[src/rtl/memory_writeback_stage.sv]
// Memory stage + MEM/WB register: non-memory ops write back in 1 cycle, loads/stores take >=2 cycles
// through a req/ready handshake; stall holds upstream while an access waits, and a timeout sets sticky mem_err.
module memory_writeback_stage #(
  parameter int ADDR_W   = 9,
  parameter int MAX_WAIT = 15
) (
  input  logic              clk,
  input  logic              reset,
  input  logic              in_valid,
  input  logic [15:0]       ALU,
  input  logic              Z,
  input  logic [15:0]       B,
  input  logic [1:0]        vsel,
  input  logic [1:0]        mem_cmd,
  input  logic [2:0]        write_num,
  input  logic              write,
  output logic              stall,
  output logic              mem_req,
  output logic              mem_we,
  output logic [ADDR_W-1:0] mem_addr,
  output logic [15:0]       mem_wdata,
  input  logic              mem_ready,
  input  logic [15:0]       mem_rdata,
  output logic              wb_valid,
  output logic [15:0]       wb_data,
  output logic [2:0]        wb_num,
  output logic              wb_write,
  output logic              mem_err
);

  typedef enum logic {IDLE, ACCESS} state_t;

  state_t      state;
  logic [7:0]  wait_cnt;
  logic [15:0] pend_val;
  logic [1:0]  pend_vsel;
  logic [2:0]  pend_num;
  logic        pend_write;

  logic        mem_op;
  logic        timeout;
  logic [15:0] sel_val;

  // Load data is not known yet in IDLE, so vsel=01 selects zero here.
  always_comb begin
    sel_val = 16'h0000;
    case (vsel)
      2'b00:   sel_val = ALU;
      2'b10:   sel_val = B;
      2'b11:   sel_val = {15'b0, Z};
      default: sel_val = 16'h0000;
    endcase
  end

  assign mem_op  = in_valid && (mem_cmd == 2'b01 || mem_cmd == 2'b10);
  assign timeout = (state == ACCESS) && !mem_ready && (wait_cnt == 8'(MAX_WAIT - 1));
  // Gated by reset so stall reads 0 while reset is held, whatever the inputs are.
  assign stall   = reset && ((state == IDLE) ? mem_op : (!mem_ready && !timeout));

  always_ff @(posedge clk or negedge reset) begin
    if (!reset) begin
      state      <= IDLE;
      wait_cnt   <= 8'd0;
      pend_val   <= 16'h0000;
      pend_vsel  <= 2'b00;
      pend_num   <= 3'd0;
      pend_write <= 1'b0;
      mem_req    <= 1'b0;
      mem_we     <= 1'b0;
      mem_addr   <= '0;
      mem_wdata  <= 16'h0000;
      wb_valid   <= 1'b0;
      wb_data    <= 16'h0000;
      wb_num     <= 3'd0;
      wb_write   <= 1'b0;
      mem_err    <= 1'b0;
    end else begin
      case (state)
        IDLE: begin
          if (mem_op) begin
            state      <= ACCESS;
            wait_cnt   <= 8'd0;
            mem_req    <= 1'b1;
            mem_we     <= (mem_cmd == 2'b10);
            mem_addr   <= ALU[ADDR_W-1:0];
            mem_wdata  <= B;
            pend_val   <= sel_val;
            pend_vsel  <= vsel;
            pend_num   <= write_num;
            pend_write <= write;
            wb_valid   <= 1'b0;
            wb_data    <= 16'h0000;
            wb_num     <= 3'd0;
            wb_write   <= 1'b0;
          end else begin
            wb_valid <= in_valid;
            wb_data  <= sel_val;
            wb_num   <= write_num;
            wb_write <= write && in_valid;
          end
        end
        ACCESS: begin
          if (mem_ready) begin
            state    <= IDLE;
            mem_req  <= 1'b0;
            wb_valid <= 1'b1;
            wb_data  <= (pend_vsel == 2'b01) ? mem_rdata : pend_val;
            wb_num   <= pend_num;
            wb_write <= pend_write;
          end else if (timeout) begin
            // Retire the instruction as a no-write so the pipeline keeps moving.
            state    <= IDLE;
            mem_req  <= 1'b0;
            mem_err  <= 1'b1;
            wb_valid <= 1'b1;
            wb_data  <= pend_val;
            wb_num   <= pend_num;
            wb_write <= 1'b0;
          end else begin
            wait_cnt <= wait_cnt + 8'd1;
            wb_valid <= 1'b0;
            wb_data  <= 16'h0000;
            wb_num   <= 3'd0;
            wb_write <= 1'b0;
          end
        end
        default: state <= IDLE;
      endcase
    end
  end

endmodule

[config.mk]
export PLATFORM = sky130hd
export DESIGN_NAME = memory_writeback_stage
export DESIGN_NICKNAME = d
export VERILOG_FILES = /design/src/rtl/memory_writeback_stage.sv
export SDC_FILE = /design/constraint.sdc
export NUM_CORES = 1
export LEC_CHECK = 0
export BUFFER_PORTS_ARGS = -buffer_cell sky130_fd_sc_hd__buf_4
export CAP_MARGIN = 20
export CORE_UTILIZATION = 46
export DETAILED_ROUTE_END_ITERATION = 16
export GPL_TIMING_DRIVEN = 0
export PLACE_DENSITY = 0.76
export SETUP_SLACK_MARGIN = 0.1
export SLEW_MARGIN = 20
export SYNTH_ARGS = -nofsm -noshare
export SYNTH_HDL_FRONTEND = slang
export SYNTH_SLANG_ARGS = --single-unit
[constraint.sdc]
create_clock -name clk -period 1.7 [get_ports clk]
set_clock_uncertainty 0.1 [all_clocks]
set_input_delay 0.17 -clock clk [delete_from_list [all_inputs] [get_ports clk]]
set_output_delay 0.17 -clock clk [all_outputs]
set_load 0.05 [all_outputs]
* Word level (Yosys, flattened, before mapping)
Index checks and enable logic that the tools add are counted.
** Storage, ports and cells
- Register bits after elaboration :: 80
- Input port bits :: 61
- Output and inout port bits :: 50
- Logic and storage cells :: 72
** Cells by class
- Add/subtract/negate cells :: 1
- Equal/unequal tests :: 10
- Mux-type cells :: 30
- Bitwise gates (word level) :: 2
- Reductions and logical operators :: 14
** Operators with widths (count)
- two-way mux 16 bit :: 4
- one-hot mux 16 bit (3 select lines) :: 1
- one-hot mux 16 bit (2 select lines) :: 1
- two-way mux 8 bit :: 3
- one-hot mux 8 bit (2 select lines) :: 1
- two-way mux 1 bit :: 12
- two-way mux 3 bit :: 3
- adder 8 x 1 -> 8 bit, second input constant :: 1
- equality test 8 x 4 -> 1 bit, second input constant :: 1
- one-hot mux 1 bit (2 select lines) :: 4
- equality test 2 bit, second input constant :: 3
- logical AND 1 bit :: 6
- != test 2 bit, second input constant :: 3
- one-hot mux 3 bit (2 select lines) :: 1
- AND reduction 3 bit :: 2
- equality test 2 x 1 -> 1 bit, second input constant :: 2
- AND reduction 2 bit :: 2
- != test 3 x 2 -> 1 bit, second input constant :: 1
- logical NOT 1 bit :: 2
- logical NOT 2 bit :: 1
- inverter 1 bit :: 2
- logical OR 1 bit :: 1

* Longest topological paths before layout
Gate-level depths: netlist of run 1.
- Depth in word-level cells :: 7
- Depth in mapped cells :: 8
- Gate-level depth less buffers :: 6

* Least setup slack after synthesis of run 1
No wires, ideal clock.
- Path kind :: register to output
- From :: reg wait_cnt[0]
- To :: out stall
- Arrival time :: 1746 ps
- Data required time :: 1430 ps
- Setup slack :: -316 ps
- Cell stages (with the launch flop) :: 8
- Path buffers :: 1
- Cell sequence :: dfrtp_1 -> inv_1 -> ha_1 -> or4b_4 -> nor3_4 -> buf_6 -> o21ai_2 -> and2_1
** Between the ends
- Cells in the longest elaborated chain, start to end :: 6
** RTL lines
- start, declared :: RTL line 34 : logic [7:0] wait_cnt;
- start signal, assigned :: RTL line 120 : wait_cnt <= wait_cnt + 8'd1;
- equality test 8 x 4 -> 1 bit :: RTL line 56 : assign timeout = (state == ACCESS) && !mem_ready && (wait_cnt == 8'(MAX_WAIT - 1));
- logical AND 1 bit :: RTL line 56
- logical NOT 1 bit :: RTL line 58 : assign stall = reset && ((state == IDLE) ? mem_op : (!mem_ready && !timeout));
- logical AND 1 bit :: RTL line 58
- two-way mux 1 bit :: RTL line 58
- logical AND 1 bit :: RTL line 58
- end, declared :: RTL line 17 : output logic stall,
No other way between the ends.

* Final worst setup path of run 1
- From :: reg wait_cnt[1]
- To :: out stall
Same word-level chain as after synthesis.

==> results of run 1 <==
## synthesized netlist by cell type
cell | instances | share of area, %
xnor2_1 | 3 | 0.74
nand3_1 | 5 | 0.71
a21o_1 | 1 | 0.21
or3_1 | 16 | 2.8
nor4_1 | 1 | 0.18
a31o_1 | 1 | 0.25
buf_6 | 2 | 0.64
o221ai_1 | 6 | 1.5
a21oi_2 | 1 | 0.25
and2_1 | 1 | 0.18
nor2b_1 | 2 | 0.35
inv_2 | 1 | 0.11
a21oi_1 | 1 | 0.14
o21ai_0 | 1 | 0.14
nor3_1 | 4 | 0.57
a22o_1 | 3 | 0.74
o21ai_1 | 17 | 2.4
buf_4 | 1 | 0.21
or4b_4 | 1 | 0.39
clkbuf_1 | 9 | 0.96
dfrtp_1 | 80 | 57
o21a_4 | 1 | 0.42
o221ai_2 | 10 | 4.2
nor3_4 | 1 | 0.46
o41ai_1 | 1 | 0.25
o211ai_1 | 2 | 0.42
buf_2 | 3 | 0.42
mux2i_1 | 17 | 4.8
nand3b_1 | 2 | 0.42
o21ai_2 | 1 | 0.25
o31ai_1 | 1 | 0.21
a211oi_1 | 1 | 0.21
buf_1 | 3 | 0.32
nor2_1 | 7 | 0.74
and3_1 | 1 | 0.18
inv_1 | 19 | 2.0
nand2_1 | 120 | 13
nand2b_1 | 3 | 0.53
ha_1 | 3 | 1.1
nand2_2 | 1 | 0.18
## logic make-up after synthesis
group / share of synthesized area, %
AOI/OAI and AO/OA: 11.6
xor gates and xnor gates: 0.743
adders and majority gates: 1.06
buffers and inverters: 4.67
DFF: 56.6
muxes: 4.81
and+or+nand+nor: 20.5
## sequential cells by signal, summed over array words and instances (netlist names)
register    flops
wb_write        1
pend_write      1
mem_addr        9
pend_num        3
state           1
mem_we          1
mem_req         1
pend_vsel       2
mem_wdata      16
wb_valid        1
wait_cnt        8
mem_err         1
wb_data        16
wb_num          3
pend_val       16
## what timing repair did
item,CTS,global route
pin swaps,2,7
resized for setup,26,24
gates cloned,1,1
setup endpoints to repair,78,77
buffers inserted,6,4
endpoints found under the hold margin,130,21
## final timing paths
path | from | depth (start not counted) | slack (ns) | endpoint
max in group asynchronous | reset | 2 | 1.30 | state
max reg2reg | wait_cnt[1] | 8 | -0.37 | wb_num[2]
max | wait_cnt[1] | 7 | -0.64 | stall
min reg2reg | mem_err | 1 | 0.36 | mem_err
min in group clk | mem_ready | 3 | 0.05 | wb_write
min | reset | 1 | -0.39 | pend_val[10]
## metal layers
metal  part of all wire (%)  track usage, %  vias to the layer above  routed length, um
met1                     42            36.3                     1664               4360
li1                       -               -                     1544                  -
met4                    3.3            12.3                        0                342
met2                     50            43.5                      140               5170
met3                    5.1            3.93                       28                532
met5                      0               0                        -                  0
## metrics by stage
step	hold slack [ns]	total power, mW	std cells	setup TNS [ns]	setup WS (ns)
after floorplan	-0.226	3.96	354	-1.69	-0.189
after global placement	0.270	4.68	562	-17.47	-0.417
after detailed placement	0.275	4.74	562	-20.94	-0.439
after CTS	-0.0701	6.46	632	-9.04	-0.692
after global routing	-0.378	6.80	637	-11.11	-0.697
final	-0.392	6.53	637	-8.74	-0.636
## cell usage in the layout, fill, tap and decap left out, types with 2 or more instances in the layout
master,count
buf_4,121
nand2_1,120
dfrtp_1,79
dlygate4sd3_1,47
inv_1,18
mux2i_1,17
o21ai_1,17
o221ai_2,16
or3_1,16
clkbuf_8,10
nor2_1,7
buf_6,6
buf_2,6
nand3_1,4
nor3_1,4
nand2b_1,3
clkbuf_1,3
a22o_1,3
xnor2_1,3
inv_2,2
nor2b_1,2
nand3b_1,2
o211ai_1,2
ha_1,2
bufinv_16,2
clkinvlp_4,2
## critical path: cells and delay by family, from the launching register on
family	cells	cell delay [ns]
DFF	1	0.47
adders and majority gates	1	0.17
and+or+nand+nor	3	0.77
AOI/OAI and AO/OA	1	0.05
buffers and inverters	2	0.27
## power by group through the flow
stage | Sequential [mW] | Combinational [mW] | Clock [mW]
detailed placement | 2.53 | 2.21 | 0
global placement | 2.52 | 2.16 | 0
floorplan | 3.36 | 0.595 | 0
global route | 2.55 | 2.62 | 1.64
finish | 2.52 | 2.46 | 1.55
CTS | 2.49 | 2.40 | 1.57
## area by class of cell
| class | instances | area, um2 |
|---|---|---|
| clock inverter | 5 | 80.1 |
| tap | 99 | 124 |
| clock buffer | 11 | 141 |
| timing repair buffer | 168 | 1430 |
| inverter | 20 | 75.1 |
| buffer | 18 | 121 |
| multi-input combinational | 236 | 1450 |
| sequential | 80 | 2000 |
| fill | 504 | 1900 |
==> results.sh, run 1 <==
export IMPL_power_leakage_nw=2.69
export IMPL_layout_min_cycle_time_ns=2.34
export IMPL_routed_wl_um=10400
export IMPL_gp_congestion=0.805
export IMPL_path_class="reg2out"
export IMPL_final_cell_area_mm2=0.00543
export IMPL_clkSinkCount=80
export IMPL_hold_violations=80
export IMPL_max_cap_violations=0
export IMPL_switching_power_mw=2.52
export IMPL_cp_max_fo=5
export IMPL_pwr_share_clk_pct=23.8
export IMPL_grt_setup_unrepaired="yes"
export IMPL_ctsHoldBuffers=47
export IMPL_cts_tree="done"
export IMPL_powerDensity_mw_per_mm2=1200
export IMPL_htree_levels=3
export IMPL_cts_root_buffer="clkbuf_8"
export IMPL_cp_required_ns=1.43
export IMPL_nets=597
export IMPL_slew_headroom_pct=68.4
export IMPL_drt_iter0_drc=185
export IMPL_failed_checks="hold timing, setup timing"
export IMPL_clkTransAtPathRegs_ns=0.08
export IMPL_dieArea_mm2=0.00804
export IMPL_grt_antenna_before_repair=0
export IMPL_die_w_um=89.7
export IMPL_grt_pass1_vias=3278
export IMPL_whs_ns=-0.392
export IMPL_n_antenna_cell=0
export IMPL_critPathCaptureType="primary output"
export IMPL_power_frac_seq_pct=38.5
export IMPL_syn_inst=354
export IMPL_num_vias=3376
export IMPL_seq_area_frac_synth_pct=56.6
export IMPL_p_comb_share_pct=37.7
export IMPL_fmax_mhz=428
export IMPL_peakVddDrop_uv=942
export IMPL_core_area_mm2=0.00733
export IMPL_port_buffers=109
export IMPL_remaining_drc_errors=0
export IMPL_slowest_delay_ns=0.47
export IMPL_grt_usage_pct=27.0
export IMPL_crit_arrival_ns=2.07
export IMPL_first_pass_iters=6
export IMPL_grt_max_degree=82
export IMPL_dp_hpwl_um=6580
export IMPL_num_io_pins=111
export IMPL_ys_types=40
export IMPL_fin_ws_ns=-0.636
export IMPL_synth_seq_cells=80
export IMPL_cp_start_kind="flop"
export IMPL_rows=31
export IMPL_p_int_mw=4.01
export IMPL_clockBufferDepth=2
export IMPL_synth_area_mm2=0.00354
export IMPL_post_route_period_util_pct=137
export IMPL_placed_area_mm2=0.00448
export IMPL_worst_pin_slew_ns=0.461
export IMPL_maxSlewViolCount=0
export IMPL_fp_dieH_um=89.7
export IMPL_synth_net_count=418
export IMPL_worstHoldPathType="in2async"
export IMPL_grt_pass1_wl_um=16100
export IMPL_slowest_stage="dfrtp_1"
export IMPL_switching_share_pct=38.5
export IMPL_synth_avg_cell_area_um2=9.99
export IMPL_drtAntennaViolNets=0
export IMPL_setup_viol=29
export IMPL_synthToLayoutAreaGrowth_pct=53.5
export IMPL_routedWlPerCell_um=16.3
export IMPL_initial_core_util_pct=48.2
export IMPL_worstPathCellList="ha_4 -> or4b_4 -> nor3_4 -> buf_6 -> o21ai_4 -> and2_4 -> buf_8"
export IMPL_drive_above_1_share_pct=33.6
export IMPL_ys_warn_count=0
export IMPL_viasPerCell=5.30
export IMPL_fin_util_pct=74.0
export IMPL_clk_latency_ns=0.34
export IMPL_status="finished with violations"
export IMPL_numCtsBuffers=9
export IMPL_grt_remaining_overflow=0
No activity file was read; power rests on OpenSTA's default activity.
==> inputs of run 2 (changes only) <==
CORE_UTILIZATION = 30   (was 46)
PLACE_DENSITY = not set   (was 0.76)
SLEW_MARGIN = 30   (was 20)
==> results.sh, run 2 (synthesis results as in run 1) <==
export IMPL_clkTransAtPathRegs_ns=0.06
export IMPL_final_fill_count=1049
export IMPL_grt_antenna_before_repair=0
export IMPL_grt_max_degree=82
export IMPL_critPathCaptureType="primary output"
export IMPL_setup_viol=29
export IMPL_multiInputGateArea_mm2=0.00145
export IMPL_rows=39
export IMPL_hold_violations=80
export IMPL_cts_root_buffer="clkbuf_16"
export IMPL_core_area_mm2=0.0115
export IMPL_n_antenna_cell=0
export IMPL_status="finished with violations"
export IMPL_fin_ws_ns=-0.596
export IMPL_place_worst_setup_slack_ns=-0.435
export IMPL_fp_dieH_um=111
export IMPL_grt_pass1_wl_um=17200
export IMPL_worstHoldPathType="in2async"
export IMPL_initial_core_util_pct=30.8
export IMPL_numCtsBuffers=9
export IMPL_peakVddDrop_uv=703
export IMPL_final_common_cell="buf_4"
export IMPL_drt_iter0_drc=166
export IMPL_routedWlPerCell_um=15.7
export IMPL_remaining_drc_errors=0
export IMPL_power_mw=6.92
export IMPL_viasPerCell=4.67
export IMPL_drive_above_1_share_pct=34.9
export IMPL_cts_tree="done"
export IMPL_power_leakage_nw=2.75
export IMPL_crit_arrival_ns=2.03
export IMPL_grt_remaining_overflow=0
export IMPL_cp_required_ns=1.43
export IMPL_num_io_pins=111
export IMPL_max_cap_violations=0
export IMPL_post_route_period_util_pct=135
export IMPL_clockBufferDepth=2
export IMPL_regArea_mm2=0.00200
export IMPL_die_w_um=111
export IMPL_final_cell_mix="126 x buf_4, 120 x nand2_1, 79 x dfrtp_1, 46 x dlygate4sd3_1, 18 x inv_1"
export IMPL_gp_congestion=0.804
export IMPL_nets=603
export IMPL_path_class="reg2out"
export IMPL_dieArea_mm2=0.0122
export IMPL_placed_area_mm2=0.00454
export IMPL_htree_levels=3
export IMPL_fin_util_pct=48.7
export IMPL_maxSlewViolCount=0
export IMPL_first_pass_iters=4
export IMPL_slew_headroom_pct=49.1
export IMPL_drtAntennaViolNets=0
export IMPL_clk_latency_ns=0.34
export IMPL_clkSinkCount=80
export IMPL_top_regs="mem_wdata x16, pend_val x16, wb_data x16"
export IMPL_grt_setup_unrepaired="yes"
export IMPL_grt_usage_pct=18.2
export IMPL_grt_pass1_vias=3219
export IMPL_routed_wl_um=10800
export IMPL_powerDensity_mw_per_mm2=1240
export IMPL_fmax_mhz=436
export IMPL_num_vias=3208
export IMPL_cp_start_kind="flop"
export IMPL_worst_pin_slew_ns=0.763
export IMPL_cp_max_fo=2
export IMPL_failed_checks="hold timing, setup timing"
export IMPL_synthToLayoutAreaGrowth_pct=57.9
export IMPL_dp_hpwl_um=7050
export IMPL_final_cell_area_mm2=0.00558
export IMPL_port_buffers=109
export IMPL_ctsHoldBuffers=46
export IMPL_whs_ns=-0.237
export IMPL_layout_min_cycle_time_ns=2.30
-- run 2: layout make-up --
| type | instances | area share (%) |
|---|---|---|
| flip-flops and latches | 80 | 35.9 |
| repair buffers | 174 | 26.3 |
| multi-input cells | 236 | 25.9 |
| clock buffers | 10 | 4.10 |
| well taps | 143 | 3.20 |
| plain buffers | 18 | 2.22 |
| inverters | 20 | 1.34 |
| clock inverters | 6 | 1.08 |
-- run 2: path summary, 6_finish.rpt --
check                       startpoint  slack, ns  depth (start not counted)             to
max reg2reg                wait_cnt[0]      -0.55                         12    wait_cnt[0]
min reg2reg                    mem_err       0.37                          1        mem_err
min in group clk             mem_ready       0.03                          3       wb_write
min                              reset      -0.24                          1   mem_wdata[0]
max in group asynchronous        reset       1.20                          1  mem_wdata[15]
max                        wait_cnt[0]      -0.60                          8          stall
-- run 2: critical path, cell delays in order (launching register included) --
cell and delay, ns:
dfrtp_1 0.39, inv_2 0.06, ha_2 0.15, or4b_4 0.46
nor3_4 0.15, buf_6 0.14, o21ai_4 0.05, and2_4 0.14
buf_8 0.14
-- run 2: repair_timing --
action,CTS,global route
pin swaps,3,6
hold endpoints to repair,129,80
resized for setup,31,20
endpoints found under the setup margin,78,78
cloned,1,0
setup buffers,9,10
-- run 2: per-stage QoR --
| stage | cells | hold WS, ns | TNS, ns |
|---|---|---|---|
| floorplan | 354 | -0.226 | -1.69 |
| global placement | 606 | 0.270 | -23.09 |
| detailed placement | 606 | 0.179 | -22.78 |
| CTS | 678 | -0.180 | -8.54 |
| global route | 687 | -0.162 | -11.33 |
| finish | 687 | -0.237 | -8.63 |
-- run 2: where the power goes --
| group | switching [mW] | internal [mW] |
|---|---|---|
| sequential | 0.185 | 2.30 |
| combinational | 1.62 | 0.896 |
| clock | 0.783 | 1.13 |
-- run 2: metal layers --
metal  track usage, %  vias up  wire (um)
li1                 -     1557          -
met1             24.0     1556       5050
met2             28.8       78       5070
met3             3.51       17        431
met4             8.89        0        265
met5                0        -          0
==> inputs of run 3 (changes only) <==
--- a/config.mk
+++ b/config.mk
@@ -9,2 +9,3 @@
 export CAP_MARGIN = 20
+export CORE_ASPECT_RATIO = 0.75
 export CORE_UTILIZATION = 30
==> constraint.sdc (replaced) <==
create_clock -name clk -period 1.7 [get_ports clk]
set_clock_uncertainty 0.1 [all_clocks]
set_input_delay 0.255 -clock clk [delete_from_list [all_inputs] [get_ports clk]]
set_output_delay 0.255 -clock clk [all_outputs]
set_load 0.05 [all_outputs]
==> results.sh, run 3 (synthesis results as in run 1) <==
export IMPL_drive_above_1_share_pct=37.9
export IMPL_cts_root_buffer="clkbuf_16"
export IMPL_initial_core_util_pct=31.6
export IMPL_worst_pin_slew_ns=0.752
export IMPL_core_area_mm2=0.0112
export IMPL_num_io_pins=111
export IMPL_grt_pass1_vias=3045
export IMPL_final_common_cell="buf_4"
export IMPL_synthToLayoutAreaGrowth_pct=47.3
export IMPL_grt_antenna_before_repair=0
export IMPL_grt_setup_unrepaired="yes"
export IMPL_routedWlPerCell_um=16.1
export IMPL_grt_pass1_wl_um=16400
export IMPL_drt_iter0_drc=209
export IMPL_fin_ws_ns=-0.686
export IMPL_port_buffers=109
export IMPL_r2r_cells=10
export IMPL_setup_viol=29
export IMPL_htree_levels=3
export IMPL_final_cell_area_mm2=0.00521
export IMPL_peakVddDrop_uv=533
export IMPL_final_fill_count=1072
export IMPL_grt_usage_pct=18.0
export IMPL_hold_violations=80
export IMPL_clockBufferDepth=2
export IMPL_layout_min_cycle_time_ns=2.39
export IMPL_first_pass_iters=5
export IMPL_fin_util_pct=46.6
export IMPL_worstReg2RegStart="wait_cnt[0]"
export IMPL_cts_tree="done"
export IMPL_clkTransAtPathRegs_ns=0.06
export IMPL_r2r_end="wb_num[2]"
export IMPL_remaining_drc_errors=0
export IMPL_maxSlewViolCount=0
export IMPL_max_cap_violations=0
export IMPL_fmax_mhz=419
export IMPL_routed_wl_um=10500
export IMPL_regArea_mm2=0.00200
export IMPL_die_w_um=127
export IMPL_cp_start_kind="flop"
export IMPL_nets=558
export IMPL_drtAntennaViolNets=0
export IMPL_critPathCaptureType="primary output"
export IMPL_cp_required_ns=1.34
export IMPL_rows=33
export IMPL_top_regs="mem_wdata x16, pend_val x16, wb_data x16"
export IMPL_worstHoldPathType="in2async"
export IMPL_num_vias=3025
export IMPL_cp_max_fo=2
export IMPL_powerDensity_mw_per_mm2=1280
export IMPL_dp_hpwl_um=7370
export IMPL_crit_arrival_ns=2.03
export IMPL_dieArea_mm2=0.0122
export IMPL_placed_area_mm2=0.00456
export IMPL_path_class="reg2out"
export IMPL_viasPerCell=4.63
export IMPL_fp_dieH_um=96.0
export IMPL_numCtsBuffers=9
export IMPL_status="finished with violations"
export IMPL_n_antenna_cell=0
export IMPL_whs_ns=-0.161
export IMPL_clk_latency_ns=0.33
export IMPL_final_cell_mix="123 x buf_4, 120 x nand2_1, 79 x dfrtp_1, 18 x inv_1"
export IMPL_failed_checks="hold timing, setup timing"
export IMPL_gp_congestion=0.790
export IMPL_power_leakage_nw=2.56
export IMPL_clkSinkCount=80
export IMPL_grt_remaining_overflow=0
export IMPL_r2r_slack_ns=-0.43
export IMPL_slew_headroom_pct=49.9
export IMPL_grt_max_degree=82
export IMPL_post_route_period_util_pct=140
export IMPL_multiInputGateArea_mm2=0.00153
-- run 3: metrics by stage --
stage | hold slack (ns) | TNS (ns) | total power, mW | setup WS [ns] | cells
6_report | -0.161 | -10.32 | 6.68 | -0.686 | 653
5_1_grt | -0.0702 | -12.86 | 7.01 | -0.770 | 653
4_1_cts | -0.102 | -10.26 | 6.60 | -0.736 | 645
3_5_place_dp | 0.258 | -26.32 | 4.76 | -0.538 | 620
3_3_place_gp | 0.350 | -24.48 | 4.72 | -0.525 | 620
2_1_floorplan | -0.141 | -1.78 | 3.96 | -0.274 | 354
-- run 3: report_power, final --
part / internal [mW] / switching (mW)
registers: 2.30 / 0.202
clock network: 0.958 / 0.731
logic: 0.856 / 1.64
-- run 3: worst max-delay path by stage --
stage | from | to | depth (start not counted)
floorplan | wait_cnt[0] | stall | 7
global placement | mem_cmd[0] | mem_addr[0] | 9
detailed placement | mem_cmd[1] | mem_wdata[12] | 8
CTS | wait_cnt[0] | stall | 8
global route | wait_cnt[0] | stall | 8
finish | wait_cnt[0] | stall | 8
-- run 3: final cells by class --
class | instances | area share, %
repair buffers | 129 | 19.8
plain buffers | 18 | 2.45
flip-flops and latches | 80 | 38.4
clock inverters | 4 | 0.480
clock buffers | 9 | 4.32
well taps | 157 | 3.77
inverters | 20 | 1.44
multi-input cells | 236 | 29.3
-- run 3: per-layer routing --
metal	GRT usage [%]	share of wire (%)	vias to the layer above	routed length, um
met5	0	0	-	0
met4	6.25	1.1	0	118
met3	4.72	5.5	9	579
met2	27.9	46	83	4840
met1	24.5	47	1467	4990
li1	-	-	1466	-
-- run 3: timing repair --
item | 4_1_cts | 5_1_grt
cloned | 1 | 0
buffers inserted | 11 | 8
hold endpoints to repair | 80 | 80
resized for setup | 31 | 30
pin swaps | 4 | 7
setup endpoints to repair | 78 | 76
-- run 3: worst max-delay path, cell delays in order, from the launching register on --
cell     delay [ns]
dfrtp_1        0.40
inv_2          0.09
ha_4           0.12
or4b_4         0.46
nor3_4         0.15
buf_6          0.14
o21ai_4        0.05
and2_4         0.14
buf_8          0.14
